## src/rtl/gate_tt_sweeper.sv

```systemverilog
// rtl/gate_tt_sweeper.sv - truth-table self-test sequencer for the NAND/NOR/XOR gate stage
// Optional feature macro: GATE_SWEEP_LOOP_EN (start held in DONE restarts the sweep directly)
module gate_tt_sweeper #(
  parameter int HOLD_CYCLES = 4,
  parameter int ERR_W       = 4
) (
  input  logic             clk,
  input  logic             rst,
  input  logic             start,
  output logic             a,
  output logic             b,
  input  logic             c,
  input  logic             d,
  input  logic             e,
  output logic             busy,
  output logic             done,
  output logic             pass,
  output logic [ERR_W-1:0] err_count,
  output logic [1:0]       fail_vec,
  output logic [2:0]       fail_bits
);

  localparam int HW = (HOLD_CYCLES > 1) ? $clog2(HOLD_CYCLES) : 1;
  localparam logic [HW-1:0] HOLD_LAST = HW'(HOLD_CYCLES - 1);

  typedef enum logic [1:0] {
    S_IDLE,
    S_DRIVE,
    S_DONE
  } state_t;

  state_t           state_q;
  logic [1:0]       vec_q;
  logic [HW-1:0]    hold_q;
  logic             a_q, b_q;
  logic             busy_q, done_q, pass_q;
  logic [ERR_W-1:0] err_q, err_d;
  logic [1:0]       fail_vec_q;
  logic [2:0]       fail_bits_q;

  logic [2:0] exp_bits;
  logic [2:0] diff_bits;
  logic       mismatch;
  logic       sample;
  logic       accept;

  // Expected values come from the registered stimulus so they line up with what the gate sees.
  always_comb begin
    exp_bits  = {~(a_q & b_q), ~(a_q | b_q), a_q ^ b_q};
    diff_bits = {c, d, e} ^ exp_bits;
    mismatch  = |diff_bits;
    sample    = (state_q == S_DRIVE) && (hold_q == HOLD_LAST);
    err_d     = err_q;
    if (mismatch && (err_q != {ERR_W{1'b1}})) begin
      err_d = err_q + 1'b1;
    end
  end

`ifdef GATE_SWEEP_LOOP_EN
  assign accept = start && ((state_q == S_IDLE) || (state_q == S_DONE));
`else
  assign accept = start && (state_q == S_IDLE);
`endif

  always_ff @(posedge clk) begin
    if (rst) begin
      state_q     <= S_IDLE;
      vec_q       <= 2'd0;
      hold_q      <= '0;
      a_q         <= 1'b0;
      b_q         <= 1'b0;
      busy_q      <= 1'b0;
      done_q      <= 1'b0;
      pass_q      <= 1'b0;
      err_q       <= '0;
      fail_vec_q  <= 2'd0;
      fail_bits_q <= 3'd0;
    end else begin
      done_q <= 1'b0;
      if (accept) begin
        state_q     <= S_DRIVE;
        vec_q       <= 2'd0;
        hold_q      <= '0;
        a_q         <= 1'b0;
        b_q         <= 1'b0;
        busy_q      <= 1'b1;
        pass_q      <= 1'b0;
        err_q       <= '0;
        fail_vec_q  <= 2'd0;
        fail_bits_q <= 3'd0;
      end else begin
        case (state_q)
          S_IDLE: begin
            a_q    <= 1'b0;
            b_q    <= 1'b0;
            busy_q <= 1'b0;
          end
          S_DRIVE: begin
            if (!sample) begin
              hold_q <= hold_q + 1'b1;
            end else begin
              err_q <= err_d;
              // err_count never returns to zero within a sweep, so zero marks "no mismatch yet".
              if (mismatch && (err_q == '0)) begin
                fail_vec_q  <= {a_q, b_q};
                fail_bits_q <= diff_bits;
              end
              hold_q <= '0;
              if (vec_q != 2'd3) begin
                vec_q <= vec_q + 2'd1;
                {a_q, b_q} <= vec_q + 2'd1;
              end else begin
                state_q <= S_DONE;
                vec_q   <= 2'd0;
                a_q     <= 1'b0;
                b_q     <= 1'b0;
                busy_q  <= 1'b0;
                done_q  <= 1'b1;
                pass_q  <= (err_d == '0);
              end
            end
          end
          S_DONE: begin
            state_q <= S_IDLE;
          end
          default: begin
            state_q <= S_IDLE;
            busy_q  <= 1'b0;
          end
        endcase
      end
    end
  end

  assign a         = a_q;
  assign b         = b_q;
  assign busy      = busy_q;
  assign done      = done_q;
  assign pass      = pass_q;
  assign err_count = err_q;
  assign fail_vec  = fail_vec_q;
  assign fail_bits = fail_bits_q;

endmodule

```

## config.mk

```make
export PLATFORM = sky130hd
export DESIGN_NAME = gate_tt_sweeper
export DESIGN_NICKNAME = d
export VERILOG_FILES = /design/src/rtl/gate_tt_sweeper.sv
export SDC_FILE = /design/constraint.sdc
export NUM_CORES = 1
export LEC_CHECK = 0
export CAP_MARGIN = 20
export CORE_MARGIN = 2
export CORE_UTILIZATION = 49
export CTS_CLUSTER_DIAMETER = 200
export DETAILED_ROUTE_END_ITERATION = 8
export PLACE_DENSITY = 0.77
export RECOVER_POWER = 100
export REMOVE_ABC_BUFFERS = 1
export SYNTH_ARGS = -nofsm -noshare
export SYNTH_HDL_FRONTEND = slang
export SYNTH_SLANG_ARGS = --single-unit
```

## constraint.sdc

```tcl
create_clock -name clk -period 2.5 [get_ports clk]
set_input_delay 0.375 -clock clk [delete_from_list [all_inputs] [get_ports clk]]
set_output_delay 0.375 -clock clk [all_outputs]
set_load 0.03 [all_outputs]
```

==> results.json, run 1 <==
{
  "yosysSeqAreaShare": 0.4010,
  "worstSkewPairLatency_ps": 310,
  "netlist_area_um2": 998.5,
  "netlist.area_leader.share": 0.4010,
  "synth-compound-area-share": 0.1992,
  "grt_max_degree": 12,
  "die_height_um": 49.14,
  "min_from": "fail_bits[1]",
  "vias": 908,
  "placedCellCount": 162,
  "cts_buffer_depth": 2,
  "dp_hpwl_um": 1646,
  "hold_buffers": 0,
  "cts_resized": 0,
  "drt-pass1-iter-count": 4,
  "r2r_cells": 6,
  "ys_ff_latch": 20,
  "wirelength_um": 2236,
  "grt_antenna_before_repair": 0,
  "synth_area_leaders": "dfxtp_1 (40%), a21oi_1 (7.5%), ha_1 (7.5%), o21ai_0 (4.5%), xnor2_1 (3.5%)",
  "crit_path_end_kind": "flip-flop",
  "r2r_slack_ps": 410,
  "cp-start-kind": "flip-flop",
  "dieWidth_um": 49.14,
  "crit_path_max_fanout": 6,
  "wl_per_cell_um": 13.47,
  "numCtsBuffers": 3,
  "rr_startpoint": "b",
  "drt_iter0_drc": 19,
  "grt_pass1_wl_um": 3877,
  "hold_viol_final": 0,
  "slew_headroom": 0.5966,
  "hold_depth": 2,
  "rsz0062_at_grt": "no",
  "synth.distinct_cells": 31,
  "reg2reg_to": "pass",
  "diodes": 0,
  "clk_pin_slew_ps": 120,
  "fin_nets": 152,
  "htree_levels": 1,
  "synth_most_common_cell": "dfxtp_1",
  "finalCritPeriodShare": 0.8368,
  "fin_cells": 166,
  "final_max_slew_viol_count": 0,
  "cts_sinks": 20,
  "drcViolationCount": 0,
  "die_area_mm2": 0.002415,
  "top_level_ports": 20,
  "synth_xor_area_frac": 0.06140,
  "synth-simple-area-share": 0.2155,
  "start_util": 0.5142,
  "cp_data_required_time_ps": 2720,
  "synth_common_cells": "dfxtp_1 (20), a21oi_1 (15), nand2_1 (9), o21ai_0 (9), nor2_1 (7)",
  "yosys.area.top_type": "dfxtp_1",
  "rows": 16,
  "viasPerCell": 5.470,
  "async_reset_ff_frac": 0,
  "hp-class": "reg -> reg",
  "core_mm2": 0.001942,
  "grtUsageTotal": 0.2047,
  "synthCells": 116,
  "yosys.area_share.adder": 0.07519,
  "worstHoldEndpoint": "fail_bits[1]",
  "grt_pass1_vias": 853,
  "tns_ps": 0,
  "critPathKind": "reg -> reg",
  "p_per_area_mw_per_mm2": 450.6,
  "ant_nets": 0,
  "synth_edf_count": 0,
  "peakVddDrop_v": 0.0003861,
  "synthFlopType": "dfxtp_1",
  "arrival_ps": 2310,
  "worst_pin_slew_ps": 597.6,
  "overflow": 0,
  "setup_viol": 0,
  "area_delta_synth_final_pct": 24.69,
  "skew_ps": 10.41,
  "ys_warn_count": 0,
  "max_freq_mhz": 478.0,
  "port_buffers": 19,
  "synth_top_family_by_area": "simple AND/OR/NAND/NOR gates",
  "tritoncts": "done",
  "layout-drive-gt1-share": 0.02878,
  "drv_cap": 0,
  "p_leak_uw": 0.0004875,
  "cts_root_buffer": "clkbuf_4",
  "muxShareOfSynthArea": 0.02130,
  "gp_congestion": 0.9014,
  "final.min_clock_period_ps": 2092,
  "post_cts_buffers": 0,
  "postSynthAreaPerCell_um2": 8.607,
  "status": "finished clean"
}
==> final cells by class <==
| class | count | area [µm²] |
|---|---|---|
| fillers | 185 | 696.9 |
| repair buffers | 20 | 193.9 |
| multi-input cells | 89 | 558.0 |
| well taps | 27 | 33.78 |
| inverters | 6 | 22.52 |
| flip-flops and latches | 20 | 400.4 |
| clock buffers | 4 | 36.28 |
==> cell families (layout without fill, tap and decap cells) <==
kind of cell,count (synthesis),after routing
xor+xnor,7,7
simple gates,41,41
mux,2,2
buf+inv,7,30
flops,20,20
compound gates,33,33
fa+ha+maj,6,6
==> power breakdown <==
| group | internal [µW] | leakage [µW] | switching [µW] | total, µW |
|---|---|---|---|---|
| logic | 17.5 | 0.000305 | 24.3 | 41.8 |
| clock network | 88.9 | 0.0000210 | 105 | 194 |
| registers | 322 | 0.000162 | 3.40 | 326 |
==> metal layers <==
metal / GRT usage / vias to the layer above / share of wire
li1: - / 468 / -
met1: 0.2824 / 414 / 0.48
met2: 0.3108 / 22 / 0.46
met3: 0.04294 / 4 / 0.040
met4: 0.08095 / 0 / 0.013
met5: 0 / - / 0
==> sequential cells by signal, indices dropped and copies added (netlist names) <==
name       count
done           1
err_count      4
fail_vec       2
hold_q         2
fail_bits      3
busy           1
b              1
state_q        2
a              1
vec_q          2
pass           1
==> stage by stage <==
step | cell area [µm²] | worst slack (ps) | total power (µW) | utilization | hold slack [ps]
floorplan | 994.7 | 461.8 | 356.4 | - | 440.0
global placement | 1226 | 519.2 | 375.1 | 0.6314 | 447.0
detailed placement | 1226 | 474.6 | 376.1 | 0.6314 | 467.3
CTS | 1262 | 457.1 | 562.5 | 0.6501 | 484.2
global route | 1245 | 275.6 | 581.9 | 0.6411 | 510.8
finish | 1245 | 408.0 | 560.9 | 0.6411 | 478.1
==> placed cells by master, fill, tap and decap left out, types with 4 or more instances in the layout <==
cell / Yosys / routed
nor3_1: 4 / 4
o21ai_0: 9 / 11
xnor2_1: 4 / 4
nand3_1: 6 / 6
dfxtp_1: 20 / 20
a21oi_1: 15 / 15
nand2_1: 9 / 9
nor2_1: 7 / 7
ha_1: 6 / 6
dlygate4sd3_1: 0 / 14
inv_1: 6 / 6
clkdlybuf4s50_1: 0 / 5
==> how the worst max path moves through the flow <==
stage	to	from	cells after the start	slack (ps)
6_report	pass	b	6	410
2_1_floorplan	pass	a	6	460
3_5_place_dp	pass	b	6	470
3_3_place_gp	pass	c	5	520
4_1_cts	pass	b	6	460
5_1_grt	pass	b	6	280
==> critical path, stage by stage (launching register included) <==
cell     delay [ps]
dfxtp_1         430
inv_1            90
ha_1            330
xor2_1          210
nor3_1          530
o21ai_0         180
a31o_1          240
Power figures use the tool's default switching activity.
==> run 2: changes to the inputs <==
--- a/config.mk
+++ b/config.mk
@@ -7,10 +7,10 @@
 export LEC_CHECK = 0
 export CAP_MARGIN = 20
 export CORE_MARGIN = 2
-export CORE_UTILIZATION = 49
+export CORE_UTILIZATION = 45
 export CTS_CLUSTER_DIAMETER = 200
 export DETAILED_ROUTE_END_ITERATION = 8
-export PLACE_DENSITY = 0.77
+export PLACE_DENSITY = 0.74
 export RECOVER_POWER = 100
 export REMOVE_ABC_BUFFERS = 1
 export SYNTH_ARGS = -nofsm -noshare
==> constraint.sdc (replaced) <==
create_clock -name clk -period 1.8 [get_ports clk]
set_input_delay 0.27 -clock clk [delete_from_list [all_inputs] [get_ports clk]]
set_output_delay 0.27 -clock clk [all_outputs]
set_load 0.03 [all_outputs]
==> run 2 against run 1 <==
Effect of this change:
- non-clock buffer count up 13
- flip-flop and latch count unchanged
- critical path depth unchanged
- sequential power up 39%
- power up 31%
- sequential share of layout area down 2.9 points
- global-route usage down 1.8 points
- count of clock-buffer cells in the layout down 1
- worst hold slack worse by 8.7 ps
- worst setup slack worse by 350 ps
- first-iteration DRC count down 42%
- largest cell class unchanged
- highest routed layer unchanged
==> results.json, run 2 (synthesis results as in run 1) <==
{
  "status": "finished clean",
  "start_util": 0.4648,
  "layout_common_cells": "dfxtp_1 (19), a21oi_1 (15), buf_4 (12), clkdlybuf4s50_1 (10)",
  "drv_cap": 0,
  "numCtsBuffers": 3,
  "hold_buffers": 0,
  "p_int_uw": 563.1,
  "finalCritPeriodShare": 0.9676,
  "clk_pin_slew_ps": 110,
  "dieWidth_um": 51.11,
  "die_area_mm2": 0.002612,
  "largest_reg_flops": 4,
  "viasPerCell": 5.251,
  "cp_num_buf_inv": 1,
  "clkPwrFrac": 0.279,
  "seq_area_um2": 401.6,
  "setup_viol": 0,
  "ant_nets": 0,
  "hold_viol_final": 0,
  "grt_max_degree": 11,
  "vias": 940,
  "skew_ps": 1.495,
  "hold_ws_ps": 469.4,
  "worst_pin_slew_ps": 324.5,
  "grt_antenna_before_repair": 0,
  "seqPwrFrac": 0.615,
  "multi_input_area_um2": 603.1,
  "grtUsageTotal": 0.1863,
  "drcViolationCount": 0,
  "htree_levels": 1,
  "p_comb_frac": 0.106,
  "p_leak_uw": 0.0005265,
  "path_delay_family": "compound AO/OA/AOI/OAI gates",
  "rows": 17,
  "die_height_um": 51.11,
  "cts_root_buffer": "clkbuf_4",
  "tritoncts": "done",
  "cts_sinks": 20,
  "diodes": 0,
  "critical_path.slowest_cell": "dfxtp_2",
  "overflow": 0,
  "final.min_clock_period_ps": 1742,
  "crit_path_end_kind": "flip-flop",
  "peakVddDrop_v": 0.0003617,
  "dp_hpwl_um": 1709,
  "max_freq_mhz": 574.2,
  "port_buffers": 19,
  "layout_commonest_cell": "dfxtp_1",
  "finalPower_uw": 735.5,
  "dpl_cell_area_mm2": 0.001325,
  "cts_buffer_depth": 2,
  "rsz0062_at_grt": "yes",
  "slew_headroom": 0.7821,
  "area_delta_synth_final_pct": 37.47,
  "p_per_area_mw_per_mm2": 535.9,
  "grt_pass1_vias": 895,
  "top_level_ports": 20,
  "power_switching_uw": 172.4,
  "critPathKind": "reg -> reg",
  "path_cells": "inv_1 -> ha_4 -> xor2_1 -> o31ai_2 -> mux2_1 -> a31o_1",
  "worstSkewPairLatency_ps": 290,
  "cp_data_required_time_ps": 1990,
  "grt_pass1_wl_um": 3739,
  "hp-class": "reg -> reg",
  "gp_congestion": 0.8272,
  "fillers": 204,
  "fin_nets": 165,
  "fin_cells": 179,
  "drt_iter0_drc": 11,
  "wl_per_cell_um": 12.07,
  "arrival_ps": 1940,
  "cp-start-kind": "flip-flop",
  "core_mm2": 0.002148,
  "swShare": 0.2344,
  "wirelength_um": 2161,
  "crit_path_max_fanout": 2,
  "layout-drive-gt1-share": 0.1391,
  "cpPeakStageDelay_ps": 340,
  "final_area_mm2": 0.001373,
  "placedCellCount": 176,
  "final_max_slew_viol_count": 0,
  "drt-pass1-iter-count": 4
}
run 2: cell count changes in the layout (fill, tap and decap cells not counted), moves of 2 or more:
cell,delta
buf_4,+12
clkdlybuf4s50_1,+5
dlygate4sd3_1,-5
o21ai_0,-2
o21ai_1,+2
run 2: metal layers:
metal	up-vias	GRT usage	wire length, µm	share of wire
met5	-	0	0	0
met4	0	0.08108	17	0.0079
met3	2	0.02632	69	0.032
met2	18	0.3117	1025	0.47
met1	428	0.2372	1048	0.48
li1	492	-	-	-
run 2: worst register-to-register path, cell delays in order, from the launching register on:
cell and delay, ps:
dfxtp_2 340, inv_1 60, ha_4 250, xor2_1 180
o31ai_2 270, mux2_1 340, a31o_1 200
run 2: power groups by stage:
stage / sequential (µW) / combinational, µW / clock [µW]
final: 452 / 78.2 / 205
after global routing: 453 / 86.1 / 222
after CTS: 452 / 77.4 / 212
after detailed placement: 462 / 77.0 / 0
after global placement: 462 / 75.3 / 0
after floorplan: 464 / 30.8 / 0
run 2: path summary, 6_finish.rpt:
path | to | startpoint | slack, ps | depth (start not counted)
setup / recovery | pass | a | 60 | 6
hold / removal | vec_q[1] | vec_q[1] | 470 | 2
setup reg to reg | pass | a | 60 | 6
hold reg to reg | vec_q[1] | vec_q[1] | 470 | 2
run 2: cell type report:
cell class	count	share of cell area
clock buffer	3	0.01641
inverter	6	0.01641
multi-input combinational	89	0.4394
sequential	20	0.2926
tap	28	0.02552
timing repair buffer	33	0.2097
run 2: through the flow:
stage | setup WS, ps | setup TNS (ps) | utilization
after CTS | 18.73 | 0 | 0.6331
after global placement | -17.72 | -17.72 | 0.6168
final | 58.33 | 0 | 0.6389
after detailed placement | -45.63 | -45.63 | 0.6168
after floorplan | -238.2 | -510.5 | -
after global routing | -19.84 | -19.84 | 0.6389
run 2: repair_timing:
| action | CTS | global route |
|---|---|---|
| gates resized for setup | 1 | 4 |
| endpoints found under the setup margin | 4 | 7 |
| buffers inserted | 0 | 0 |
| pin swaps | 1 | 1 |
| hold endpoints to repair | 0 | 0 |
==> run 3: changes to the inputs <==
--- a/config.mk
+++ b/config.mk
@@ -7,10 +7,8 @@
 export LEC_CHECK = 0
 export CAP_MARGIN = 20
 export CORE_MARGIN = 2
-export CORE_UTILIZATION = 45
-export CTS_CLUSTER_DIAMETER = 200
+export CORE_UTILIZATION = 30
 export DETAILED_ROUTE_END_ITERATION = 8
-export PLACE_DENSITY = 0.74
 export RECOVER_POWER = 100
 export REMOVE_ABC_BUFFERS = 1
 export SYNTH_ARGS = -nofsm -noshare
==> run 3 against run 2 <==
Effect of this change:
- combinational power increased by 3%
- non-clock buffer count increased by 2
- critical path type is now reg -> out
- sequential power is essentially flat
- critical path depth decreased by 4
- flip-flop and latch count stayed put
- worst hold slack better by 1.9 ps
- largest cell class unchanged
- worst setup slack better by 8.8 ps
==> results.json, run 3 (synthesis results as in run 1) <==
{
  "cts_buffer_depth": 2,
  "clk_pin_slew_ps": 130,
  "swShare": 0.2191,
  "dp_hpwl_um": 1843,
  "top_level_ports": 20,
  "max_freq_mhz": 577.1,
  "p_leak_uw": 0.0005500,
  "setup_ws_ps": 67.11,
  "skew_ps": 6.303,
  "grt_pass1_wl_um": 3891,
  "path_cells": "buf_4 -> clkdlybuf4s50_1",
  "cp-start-kind": "flip-flop",
  "p_comb_frac": 0.088,
  "core_mm2": 0.003103,
  "drt_iter0_drc": 21,
  "peakVddDrop_v": 0.0002976,
  "wl_per_cell_um": 11.81,
  "rows": 20,
  "grt_antenna_before_repair": 0,
  "rsz0062_at_grt": "no",
  "grt_pass1_vias": 909,
  "tritoncts": "done",
  "setup_viol": 0,
  "viasPerCell": 4.864,
  "htree_levels": 1,
  "die_height_um": 61.69,
  "tns_ps": 0,
  "overflow": 0,
  "hp-class": "reg -> reg",
  "critPathKind": "reg -> out",
  "reg2reg_to": "pass",
  "r2r_cells": 6,
  "cts_sinks": 20,
  "finalCritPeriodShare": 0.9627,
  "final_area_mm2": 0.001441,
  "p_per_area_mw_per_mm2": 633.0,
  "ant_nets": 0,
  "numCtsBuffers": 3,
  "crit_path_end": "b",
  "layout_commonest_cell": "dfxtp_1",
  "worst_pin_slew_ps": 362.5,
  "final.min_clock_period_ps": 1733,
  "layout_common_cells": "dfxtp_1 (19), a21oi_1 (15), buf_4 (13), clkdlybuf4s50_1 (10)",
  "critical_path.slowest_cell": "clkdlybuf4s50_1",
  "final_max_slew_viol_count": 0,
  "seqPwrFrac": 0.496,
  "drv_cap": 0,
  "largest_reg_flops": 4,
  "die_area_mm2": 0.003806,
  "status": "finished clean",
  "rr_startpoint": "a",
  "diodes": 0,
  "drcViolationCount": 0,
  "wirelength_um": 2338,
  "dpl_cell_area_mm2": 0.001353,
  "dp_slack_ps": -30.85,
  "power_switching_uw": 199.9,
  "vias": 963,
  "clkPwrFrac": 0.416,
  "dieWidth_um": 61.69,
  "r2r_slack_ps": 100,
  "arrival_ps": 1460,
  "hold_viol_final": 0,
  "area_delta_synth_final_pct": 44.36,
  "layout-drive-gt1-share": 0.1818,
  "slew_headroom": 0.7594,
  "crit_path_start": "b",
  "fin_nets": 167,
  "crit_path_max_fanout": 4,
  "gp_congestion": 0.7627,
  "grtUsageTotal": 0.1394,
  "worstSkewPairLatency_ps": 310,
  "hold_ws_ps": 471.3,
  "crit_path_end_kind": "output port",
  "grt_max_degree": 13,
  "drt-pass1-iter-count": 4,
  "start_util": 0.3218,
  "p_int_uw": 712.4,
  "cpPeakStageDelay_ps": 660,
  "cp_data_required_time_ps": 1530,
  "cts_root_buffer": "clkbuf_4",
  "port_buffers": 19
}
-- run 3: final cells by class --
type / instances / area (µm²)
clock buffers: 3 / 22.52
clock inverters: 1 / 30.03
fillers: 320 / 1662
inverters: 6 / 22.52
multi-input cells: 89 / 611.8
flip-flops and latches: 20 / 401.6
well taps: 44 / 55.05
repair buffers: 35 / 297.8
-- run 3: critical path: cells and delay by family (launching register included) --
family                 cells  cell delay, ps
flip-flops                 1             350
buffers and inverters      2             790
-- run 3: per-layer routing --
layer	up-vias	routed length (µm)	track usage
li1	493	-	-
met4	0	44	0.06383
met5	-	0	0
met2	13	1186	0.2331
met3	5	43	0.01863
met1	452	1064	0.1783
-- run 3: how the worst min path moves through the flow --
stage	from	to	slack, ps	cells after the start
2_1_floorplan	rst	busy	340	1
3_3_place_gp	vec_q[1]	vec_q[1]	450	2
3_5_place_dp	vec_q[1]	vec_q[1]	460	2
4_1_cts	vec_q[1]	vec_q[1]	470	2
5_1_grt	vec_q[1]	vec_q[1]	510	2
6_report	vec_q[1]	vec_q[1]	470	2
-- run 3: timing repair --
| item | 4_1_cts | 5_1_grt |
|---|---|---|
| setup buffers | 0 | 1 |
| hold buffers | 0 | 0 |
| gates resized for setup | 3 | 6 |
| setup endpoints to repair | 1 | 8 |
| pin swaps | 1 | 3 |
-- run 3: power groups by stage --
stage          Clock (µW)  Combinational [µW]  Sequential, µW
6_report              380                80.2             452
5_1_grt               404                87.4             453
4_1_cts               382                79.5             452
3_5_place_dp            0                78.0             462
3_3_place_gp            0                76.7             462
2_1_floorplan           0                30.8             464
-- run 3: through the flow --
stage / total power, µW / std cells / util
finish: 912.4 / 198 / 0.4645
global route: 945.1 / 198 / 0.4645
CTS: 914.1 / 197 / 0.4597
detailed placement: 540.1 / 193 / 0.4359
global placement: 538.5 / 193 / 0.4359
floorplan: 495.0 / 115 / -
